[config.mk]
export PLATFORM = sky130hd
export DESIGN_NAME = fft_band_accumulator
export DESIGN_NICKNAME = d
export VERILOG_FILES = /design/src/rtl/spectrum_pkg.sv /design/src/rtl/cplx_mag_l1.sv /design/src/rtl/fft_band_accumulator.sv
export SDC_FILE = /design/constraint.sdc
export NUM_CORES = 1
export LEC_CHECK = 0
export BUFFER_PORTS_ARGS = -buffer_cell sky130_fd_sc_hd__buf_2
export CORE_MARGIN = 2
export CORE_UTILIZATION = 51
export DETAILED_ROUTE_END_ITERATION = 6
export PLACE_DENSITY_LB_ADDON = 0.25
export SLEW_MARGIN = 20
export SYNTH_ARGS = -nofsm -noshare
export SYNTH_HDL_FRONTEND = slang
export SYNTH_SLANG_ARGS = --single-unit
[constraint.sdc]
create_clock -name clock -period 12.3 [get_ports clock]
set_clock_uncertainty 0.1 [all_clocks]
set_input_delay 3.69 -clock clock [delete_from_list [all_inputs] [get_ports clock]]
set_output_delay 3.69 -clock clock [all_outputs]
set_load 0.05 [all_outputs]
[src/rtl/spectrum_pkg.sv]
// Shared defaults and state encoding for the spectrum band-level pipeline.
package spectrum_pkg;

  localparam int unsigned DefFftLen     = 256;
  localparam int unsigned DefNumBands   = 16;
  localparam int unsigned DefDataW      = 16;
  localparam int unsigned DefLevelW     = 8;
  localparam int unsigned DefLevelShift = 11;
  localparam int unsigned DefDecay      = 1;

  typedef enum logic [1:0] {
    StIdle,
    StAccum,
    StSkip,
    StCommit
  } band_state_e;

endpackage

[src/rtl/cplx_mag_l1.sv]
// Registered L1 magnitude |re| + |im| of a complex sample, with the beat
// qualifiers delayed alongside so they stay aligned with the magnitude.
module cplx_mag_l1 import spectrum_pkg::*; #(
  parameter int unsigned DATA_W = DefDataW
) (
  input  logic                     clock,
  input  logic                     reset,
  input  logic                     in_valid,
  input  logic                     in_sop,
  input  logic                     in_eop,
  input  logic signed [DATA_W-1:0] in_real,
  input  logic signed [DATA_W-1:0] in_imag,
  output logic                     mag_valid,
  output logic                     mag_sop,
  output logic                     mag_eop,
  output logic        [DATA_W:0]   mag
);

  logic [DATA_W:0] re_ext;
  logic [DATA_W:0] im_ext;
  logic [DATA_W:0] abs_re;
  logic [DATA_W:0] abs_im;
  logic [DATA_W:0] mag_sum;

  // One extra bit keeps |most negative| exact instead of wrapping.
  always_comb begin
    re_ext  = {in_real[DATA_W-1], in_real};
    im_ext  = {in_imag[DATA_W-1], in_imag};
    abs_re  = re_ext[DATA_W] ? -re_ext : re_ext;
    abs_im  = im_ext[DATA_W] ? -im_ext : im_ext;
    mag_sum = abs_re + abs_im;
  end

  always_ff @(posedge clock) begin
    if (reset) begin
      mag_valid <= 1'b0;
      mag_sop   <= 1'b0;
      mag_eop   <= 1'b0;
      mag       <= '0;
    end else begin
      mag_valid <= in_valid;
      mag_sop   <= in_sop;
      mag_eop   <= in_eop;
      mag       <= mag_sum;
    end
  end

endmodule

[src/rtl/fft_band_accumulator.sv]
// Sums L1 magnitudes of the lower-half FFT bins into linear bands, converts
// each band to a saturated display level and applies peak-hold with decay.
module fft_band_accumulator import spectrum_pkg::*; #(
  parameter int unsigned FFT_LEN     = DefFftLen,
  parameter int unsigned NUM_BANDS   = DefNumBands,
  parameter int unsigned DATA_W      = DefDataW,
  parameter int unsigned LEVEL_W     = DefLevelW,
  parameter int unsigned LEVEL_SHIFT = DefLevelShift,
  parameter int unsigned DECAY       = DefDecay
) (
  input  logic                         clock,
  input  logic                         reset,
  input  logic                         source_valid,
  input  logic                         source_sop,
  input  logic                         source_eop,
  input  logic signed [DATA_W-1:0]     source_real,
  input  logic signed [DATA_W-1:0]     source_imag,
  input  logic [$clog2(NUM_BANDS)-1:0] rd_addr,
  output logic [LEVEL_W-1:0]           rd_level,
  output logic                         frame_done,
  output logic                         frame_err
);

  localparam int unsigned HALF_LEN      = FFT_LEN / 2;
  localparam int unsigned BINS_PER_BAND = FFT_LEN / (2 * NUM_BANDS);
  localparam int unsigned SUM_W         = DATA_W + 1 + $clog2(BINS_PER_BAND);
  localparam int unsigned IDX_W         = $clog2(FFT_LEN) + 1;
  localparam int unsigned BAND_W        = $clog2(NUM_BANDS);
  localparam logic [LEVEL_W-1:0] LEVEL_MAX = '1;
  localparam logic [LEVEL_W-1:0] DECAY_L   = LEVEL_W'(DECAY);

  logic            m_valid;
  logic            m_sop;
  logic            m_eop;
  logic [DATA_W:0] m_mag;

  cplx_mag_l1 #(
    .DATA_W (DATA_W)
  ) u_mag (
    .clock     (clock),
    .reset     (reset),
    .in_valid  (source_valid),
    .in_sop    (source_sop),
    .in_eop    (source_eop),
    .in_real   (source_real),
    .in_imag   (source_imag),
    .mag_valid (m_valid),
    .mag_sop   (m_sop),
    .mag_eop   (m_eop),
    .mag       (m_mag)
  );

  band_state_e        state_q;
  logic [IDX_W-1:0]   bin_idx_q;
  logic [SUM_W-1:0]   acc_q;
  logic [LEVEL_W-1:0] pending_q [NUM_BANDS];
  logic [LEVEL_W-1:0] level_q   [NUM_BANDS];

  logic               beat_live;
  logic [IDX_W-1:0]   beat_idx;
  logic [IDX_W-1:0]   bin_in_band;
  logic [BAND_W-1:0]  band_sel;
  logic               band_first;
  logic               band_last;
  logic [SUM_W-1:0]   acc_next;
  logic [SUM_W-1:0]   acc_shift;
  logic [LEVEL_W-1:0] band_level;
  logic [LEVEL_W-1:0] decayed;
  logic [LEVEL_W-1:0] commit_level [NUM_BANDS];

  // A sop beat is taken in any state, which also restarts a partial frame.
  always_comb begin
    beat_live = m_valid && (m_sop || state_q == StAccum || state_q == StSkip);
    if (m_sop) begin
      beat_idx = '0;
    end else if (bin_idx_q == IDX_W'(FFT_LEN)) begin
      beat_idx = bin_idx_q;
    end else begin
      beat_idx = bin_idx_q + IDX_W'(1);
    end
    bin_in_band = beat_idx % IDX_W'(BINS_PER_BAND);
    band_sel    = BAND_W'(beat_idx / IDX_W'(BINS_PER_BAND));
    band_first  = (bin_in_band == '0);
    band_last   = (bin_in_band == IDX_W'(BINS_PER_BAND - 1));
    acc_next    = band_first ? SUM_W'(m_mag) : acc_q + SUM_W'(m_mag);
    acc_shift   = acc_next >> LEVEL_SHIFT;
    band_level  = (acc_shift > SUM_W'(LEVEL_MAX)) ? LEVEL_MAX : LEVEL_W'(acc_shift);
  end

  // Peak hold: a new band level wins only if it beats the decayed old level.
  always_comb begin
    decayed = '0;
    for (int b = 0; b < NUM_BANDS; b++) begin
      decayed = (level_q[b] > DECAY_L) ? level_q[b] - DECAY_L : '0;
      commit_level[b] = (pending_q[b] > decayed) ? pending_q[b] : decayed;
    end
  end

  // Levels are written on the edge entering StCommit, so they are already
  // visible to reads issued during the frame_done cycle.
  always_ff @(posedge clock) begin
    if (reset) begin
      state_q    <= StIdle;
      bin_idx_q  <= '0;
      acc_q      <= '0;
      frame_done <= 1'b0;
      frame_err  <= 1'b0;
      rd_level   <= '0;
      for (int b = 0; b < NUM_BANDS; b++) begin
        pending_q[b] <= '0;
        level_q[b]   <= '0;
      end
    end else begin
      frame_done <= 1'b0;
      frame_err  <= 1'b0;
      rd_level   <= level_q[rd_addr];
      if (beat_live) begin
        bin_idx_q <= beat_idx;
        if (m_sop && m_eop) begin
          frame_err <= 1'b1;
          state_q   <= StIdle;
        end else if (m_eop) begin
          if (beat_idx == IDX_W'(FFT_LEN - 1)) begin
            for (int b = 0; b < NUM_BANDS; b++) begin
              level_q[b] <= commit_level[b];
            end
            frame_done <= 1'b1;
            state_q    <= StCommit;
          end else begin
            frame_err <= 1'b1;
            state_q   <= StIdle;
          end
        end else if (beat_idx == IDX_W'(FFT_LEN)) begin
          frame_err <= 1'b1;
          state_q   <= StIdle;
        end else if (beat_idx < IDX_W'(HALF_LEN)) begin
          acc_q <= acc_next;
          if (band_last) begin
            pending_q[band_sel] <= band_level;
          end
          state_q <= (beat_idx == IDX_W'(HALF_LEN - 1)) ? StSkip : StAccum;
        end else begin
          state_q <= StSkip;
        end
      end else if (state_q == StCommit) begin
        state_q <= StIdle;
      end
    end
  end

endmodule

* Word-level counts from Yosys, hierarchy flattened
Memories as Yosys holds them, arrays and structs flattened. A register that Yosys moved wholly into a read port is not among the register bits. Cells that the tools add are included.
Storage, ports and cells: input port bits 41, ROM bits 0, memories kept 2, bits in registers 53, output and inout port bits 10, latch bits 0, memory bits (writable) 256
Memory list:
- level_q | words 16, bits a word 8, read ports 17, clocked after Yosys merged registers in 1, write ports 16, line fft_band_accumulator.sv:57 | logic [LEVEL_W-1:0] level_q [NUM_BANDS];
- pending_q | words 16, bits a word 8, read ports 16, clocked after Yosys merged registers in 0, write ports 16, line fft_band_accumulator.sv:56 | logic [LEVEL_W-1:0] pending_q [NUM_BANDS];
Operators by class: shift-type cells 0, reduce and logical (&&, ||, !) cells 9, bitwise operators 20, divide/modulo/power cells 0, magnitude comparators 34, $mul 0, equality and inequality tests 8, mux-type cells 85, $add $sub $neg 21
Operator list (count):
- 8-bit two-way mux | 50
- 8-bit by 1-bit > comparator with 1-bit output (second input constant) | 16
- 8-bit > comparator | 16
- 8-bit by 1-bit subtractor with 8-bit output (second input constant) | 16
- 17-bit two-way mux | 2
- 17-bit negator | 2
- 1-bit two-way mux | 21
- 20-bit by 17-bit adder with 20-bit output | 1
- 20-bit two-way mux | 1
- 9-bit == test (second input constant) | 2
- 9-bit two-way mux | 2
- 17-bit adder | 1
- 2-bit two-way mux | 8
- 1-bit bitwise OR | 16
- 9-bit by 1-bit adder with 9-bit output (second input constant) | 1
- 9-bit by 7-bit == test with 1-bit output (second input constant) | 1
- 9-bit by 8-bit == test with 1-bit output (second input constant) | 1
- 9-bit by 8-bit > comparator with 1-bit output (second input constant) | 1
- 9-bit logical NOT | 1
- 9-bit by 8-bit less-than comparator with 1-bit output (second input constant) | 1
- 8-bit OR reduction | 1
- 5-bit AND reduction | 1
- 2-bit == test (second input constant) | 2
- 4-bit two-way mux | 1
- other kinds (7) | 12

* Logic depth before layout (Yosys ltp)
word-level depth 14, depth in mapped cells 15

* By module
From an unflattened synthesis, not the netlist that was laid out.
Unflattened totals: cells, all modules 2336, area, all modules 22744.3 µm²
By module, submodules not included:
- fft_band_accumulator | area an instance 20885.0 µm², seq. area each 8508.2 µm², instances 1, cells each 2110
- cplx_mag_l1 | area an instance 1859.3 µm², seq. area each 400.4 µm², instances 1, cells each 226

* Worst setup path after synthesis
OpenSTA, ideal clock, no wires.
path kind flip-flop to flip-flop, from reg bin_idx_q[0], to mem level_q[0][0] in the netlist's numbering (enable), path slack 0.829 ns, path buffers 2, cell stages (with the launch flop) 9, arrival 10.579 ns, cells stage by stage dfxtp_1 ha_1 buf_2 and4_1 clkbuf_2 xnor2_1 o31ai_1 nand3_1 o21ai_0
RTL lines:
- from (decl) | line fft_band_accumulator.sv:54 | logic [IDX_W-1:0] bin_idx_q;
- from (signal assigned) | line fft_band_accumulator.sv:118 | bin_idx_q <= beat_idx;
- to (decl) | line fft_band_accumulator.sv:57

* Worst setup path in the final report
from in source_real[4], to reg u_mag.mag[15]
On the way: cells in the longest elaborated chain, start to end 3
RTL lines:
- from (decl) | line fft_band_accumulator.sv:16 | input logic signed [DATA_W-1:0] source_real,
- 17-bit negator | line cplx_mag_l1.sv:29 | abs_re = re_ext[DATA_W] ? -re_ext : re_ext;
- 17-bit two-way mux * | line cplx_mag_l1.sv:29
- 17-bit adder * | line cplx_mag_l1.sv:31 | mag_sum = abs_re + abs_im;
- to (signal assigned) | line cplx_mag_l1.sv:44 | mag <= mag_sum;
- to (decl) | line cplx_mag_l1.sv:16 | output logic [DATA_W:0] mag
Every way passes the cells marked *; elsewhere a longest branch is shown, timed or not. A chain may end at the register's enable or synchronous reset.

==> results.cfg <==
[setup_path]
path_max_fanout = 4
crit_path_start_kind = primary input
cp-end-kind = flop
arrival_ns = 6.42
cp.required_ns = 12.63
critPathKind = in -> reg

[synth]
synth_xor_area_share_pct = 5.00
synth-edff-count = 256
yosysWarnings = 0
synth_fa_ha_area_share_pct = 11.2
synth-compound-area-share_pct = 12.9
yosys.area_share.simple_pct = 22.1
ys_seq_elements = 317
synth_mux_area_share_pct = 5.41
syn-cell-area_sq_um = 22300
synth_top_family_by_area = simple AND/OR/NAND/NOR gates
syn_inst = 2312
synth.net_count = 2552
syn_avg_cell_area_sq_um = 9.63
synth_cell_types = 83
ys.flop_type = edfxtp_1
synth-async-reset-ratio_pct = 0
yosysSeqAreaShare_pct = 40.0

[clocking]
holdBufCountCts = 0
post_cts_resized = 0
clk-insertion-delay-late_ns = 0.55
clk_path_buf_depth = 3
clkTransAtPathRegs_ns = 0.05
cts_inserted_buffers = 38
post_cts_buffers = 0
htree_levels = 2
numClockSinks = 317
cts_root_buf = clkbuf_16
cts_tree = done

[grt]
grt_pass1_wl_um = 88200
top_usage_layer = met2
met3_usage_pct = 3.41
antenna_found_initial = 2
grt_pass1_vias = 17100
grt_start_max_net_pins = 83
met1_usage_pct = 31.3
grtUsageMet2_pct = 42.5
track_usage_pct = 24.6
grt_overflow = 0

[timing]
period_needed_ns = 6.09
setup_viol = 0
tightest_slew_ns = 1.03
fin_setup_tns_ns = 0
rsz0062_at_grt = no
hold_viol = 0
slew_viol_final = 0
slew_headroom_pct = 31.2
fmax_ghz = 0.164
period_share_pct = 49.5

[detailed_routing]
routed_wirelength_um = 55300
vias_per_cell = 5.99
drtIter0Drc = 1510
vias = 17600
drcViolationCount = 0
antenna_left = 0
first_pass_iters = 7
wl_per_cell_um = 18.8

[power_and_ir_drop]
report.power.total_mw = 3.18
p_switching_mw = 0.981
clock_power_share_pct = 34.9
seqPwrFrac_pct = 41.0
p_leak_nw = 9.52
comb_power_share_pct = 24.1
switching_share_pct = 30.8
p_int_mw = 2.20
power_density_nw_per_um2 = 131
ir_worst_vdd_v = 0.0000854

[floorplan]
die_area_sq_um = 45300
die_w_um = 213
rows = 76
die_y_um = 213
coreArea_sq_um = 43100
ioPinCount = 51
start_util_pct = 51.7

[layout]
area.growth.synth_to_final_pct = 8.86
drive_gt1_share_pct = 12.7
nFillCells = 3690
nNetsFinal = 2565

[min_path]
hold_path_class = reg -> reg

[place]
gp_congestion = 0.927
hpwl_um = 39700
port_buffers = 50

[job]
maxCapViolCount = 0

[run_status]
status = finished clean
==> layer usage <==
metal / part of all wire (%) / wire, um / up-vias
met5: 0.024 / 13 / -
met4: 3.3 / 1820 / 2
met3: 5.6 / 3110 / 123
met2: 48 / 26500 / 493
met1: 43 / 23900 / 8487
li1: - / - / 8489
==> kinds of logic (layout without fill, tap and decap cells) <==
logic type               count (synthesis)  after routing
other                                    0              1
multiplexers                            69             69
flip-flops                             317            317
AO/OA/AOI/OAI                          441            441
buffers and inverters                  181            221
adder cells (fa/ha/maj)                199            199
AND/OR/NAND/NOR                        980            980
XOR/XNOR                               125            125
==> worst max-delay path: stages <==
cell	delay [ns]
buf_2	0.12
nor4_1	0.39
nand2b_1	0.13
nor2_1	0.15
nand3_1	0.17
o41ai_1	0.39
xnor2_1	0.14
ha_1	0.37
o21a_1	0.15
o21ai_0	0.08
a31oi_1	0.20
o21a_1	0.18
mux2i_1	0.20
nand2_1	0.06
==> layout make-up <==
class	count	area, sq um	share of cell area [%]
diodes	1	2.50	0.0103
clock buffers	45	998	4.12
clock inverters	22	214	0.883
inverters	87	327	1.35
multi-input cells	1814	12700	52.3
flip-flops and latches	317	8910	36.8
well taps	585	732	3.02
repair buffers	67	378	1.56
==> flip-flops by register name (all words and copies together) (netlist names) <==
name	flops
state_q	2
u_mag.mag_valid	1
pending_q	128
acc_q	20
u_mag.mag	17
bin_idx_q	9
u_mag.mag_eop	1
level_q	128
rd_level	8
frame_done	1
frame_err	1
u_mag.mag_sop	1
==> cells in the mapped netlist, drive strengths merged (18+ instances only) <==
cell / n / share of area, %
o21ai: 79 / 1.8
and3: 33 / 0.95
xor2: 59 / 2.3
nor2b: 28 / 0.79
inv: 86 / 1.4
or3: 18 / 0.51
nand2b: 36 / 1.0
nor3: 71 / 1.6
mux2i: 18 / 0.81
a211oi: 21 / 0.88
nand3: 43 / 0.97
buf: 33 / 0.78
a21oi: 143 / 3.2
nand2: 202 / 3.4
a21o: 44 / 1.5
mux4: 40 / 4.0
nand4: 47 / 1.3
nor3b: 22 / 0.74
clkbuf: 61 / 1.0
or2: 85 / 2.4
and2: 21 / 0.59
nor2: 302 / 5.2
edfxtp: 256 / 35
nor4: 24 / 0.67
o31ai: 35 / 1.2
xnor2: 66 / 2.7
o21a: 36 / 1.2
ha: 197 / 11
dfxtp: 61 / 5.5
==> cell usage in the layout (no fill, tap or decap), types with 17 or more instances in the layout <==
cell / synthesis / layout
a21o_1: 44 / 44
a21oi_1: 141 / 141
and2_1: 20 / 20
and3_1: 32 / 32
buf_2: 22 / 49
clkbuf_16: 0 / 39
dfxtp_1: 61 / 61
edfxtp_1: 256 / 256
ha_1: 197 / 197
inv_1: 86 / 86
mux2i_1: 18 / 18
mux4_2: 40 / 40
nand2_1: 202 / 202
nand2b_1: 36 / 36
nand3_1: 43 / 43
nand4_1: 47 / 47
nor2_1: 294 / 293
nor2b_1: 28 / 28
nor3_1: 69 / 69
nor3b_1: 22 / 22
nor4_1: 24 / 24
o21a_1: 36 / 36
o21ai_0: 76 / 75
o31ai_1: 35 / 35
or2_2: 85 / 85
or3_1: 18 / 17
xnor2_1: 65 / 65
xor2_1: 59 / 59
==> stage by stage <==
stage | instance area [sq um] | utilization, % | hold WS [ns] | instances | setup WS, ns
after floorplan | 22300 | - | 0.340 | 2312 | 0.829
after global placement | 23000 | 53.4 | 0.347 | 2867 | 5.82
after detailed placement | 23000 | 53.4 | 0.368 | 2867 | 5.70
after CTS | 24200 | 56.2 | 0.376 | 2934 | 6.25
final | 24200 | 56.3 | 0.370 | 2938 | 6.21
after global routing | 24200 | 56.3 | 0.399 | 2937 | 5.85
==> final timing paths <==
check / start / end / slack, ns / cells after the start
worst min register to register: acc_q[7] / acc_q[7] / 0.37 / 2
worst max register to register: bin_idx_q[0] / level_q[4][4] / 8.01 / 8
worst max-delay path: source_real[4] / u_mag.mag[15] / 6.21 / 14
worst min-delay path: acc_q[7] / acc_q[7] / 0.37 / 2
==> power by group through the flow <==
stage                     Sequential [mW]  Combinational [mW]  Clock, mW
final                                1.31               0.767       1.11
after global routing                 1.31               0.850       1.17
after CTS                            1.30               0.758       1.13
after detailed placement             1.33               0.753          0
after global placement               1.32               0.730          0
after floorplan                      1.31               0.559          0
Note: power is estimated with default switching activity, not from simulation.
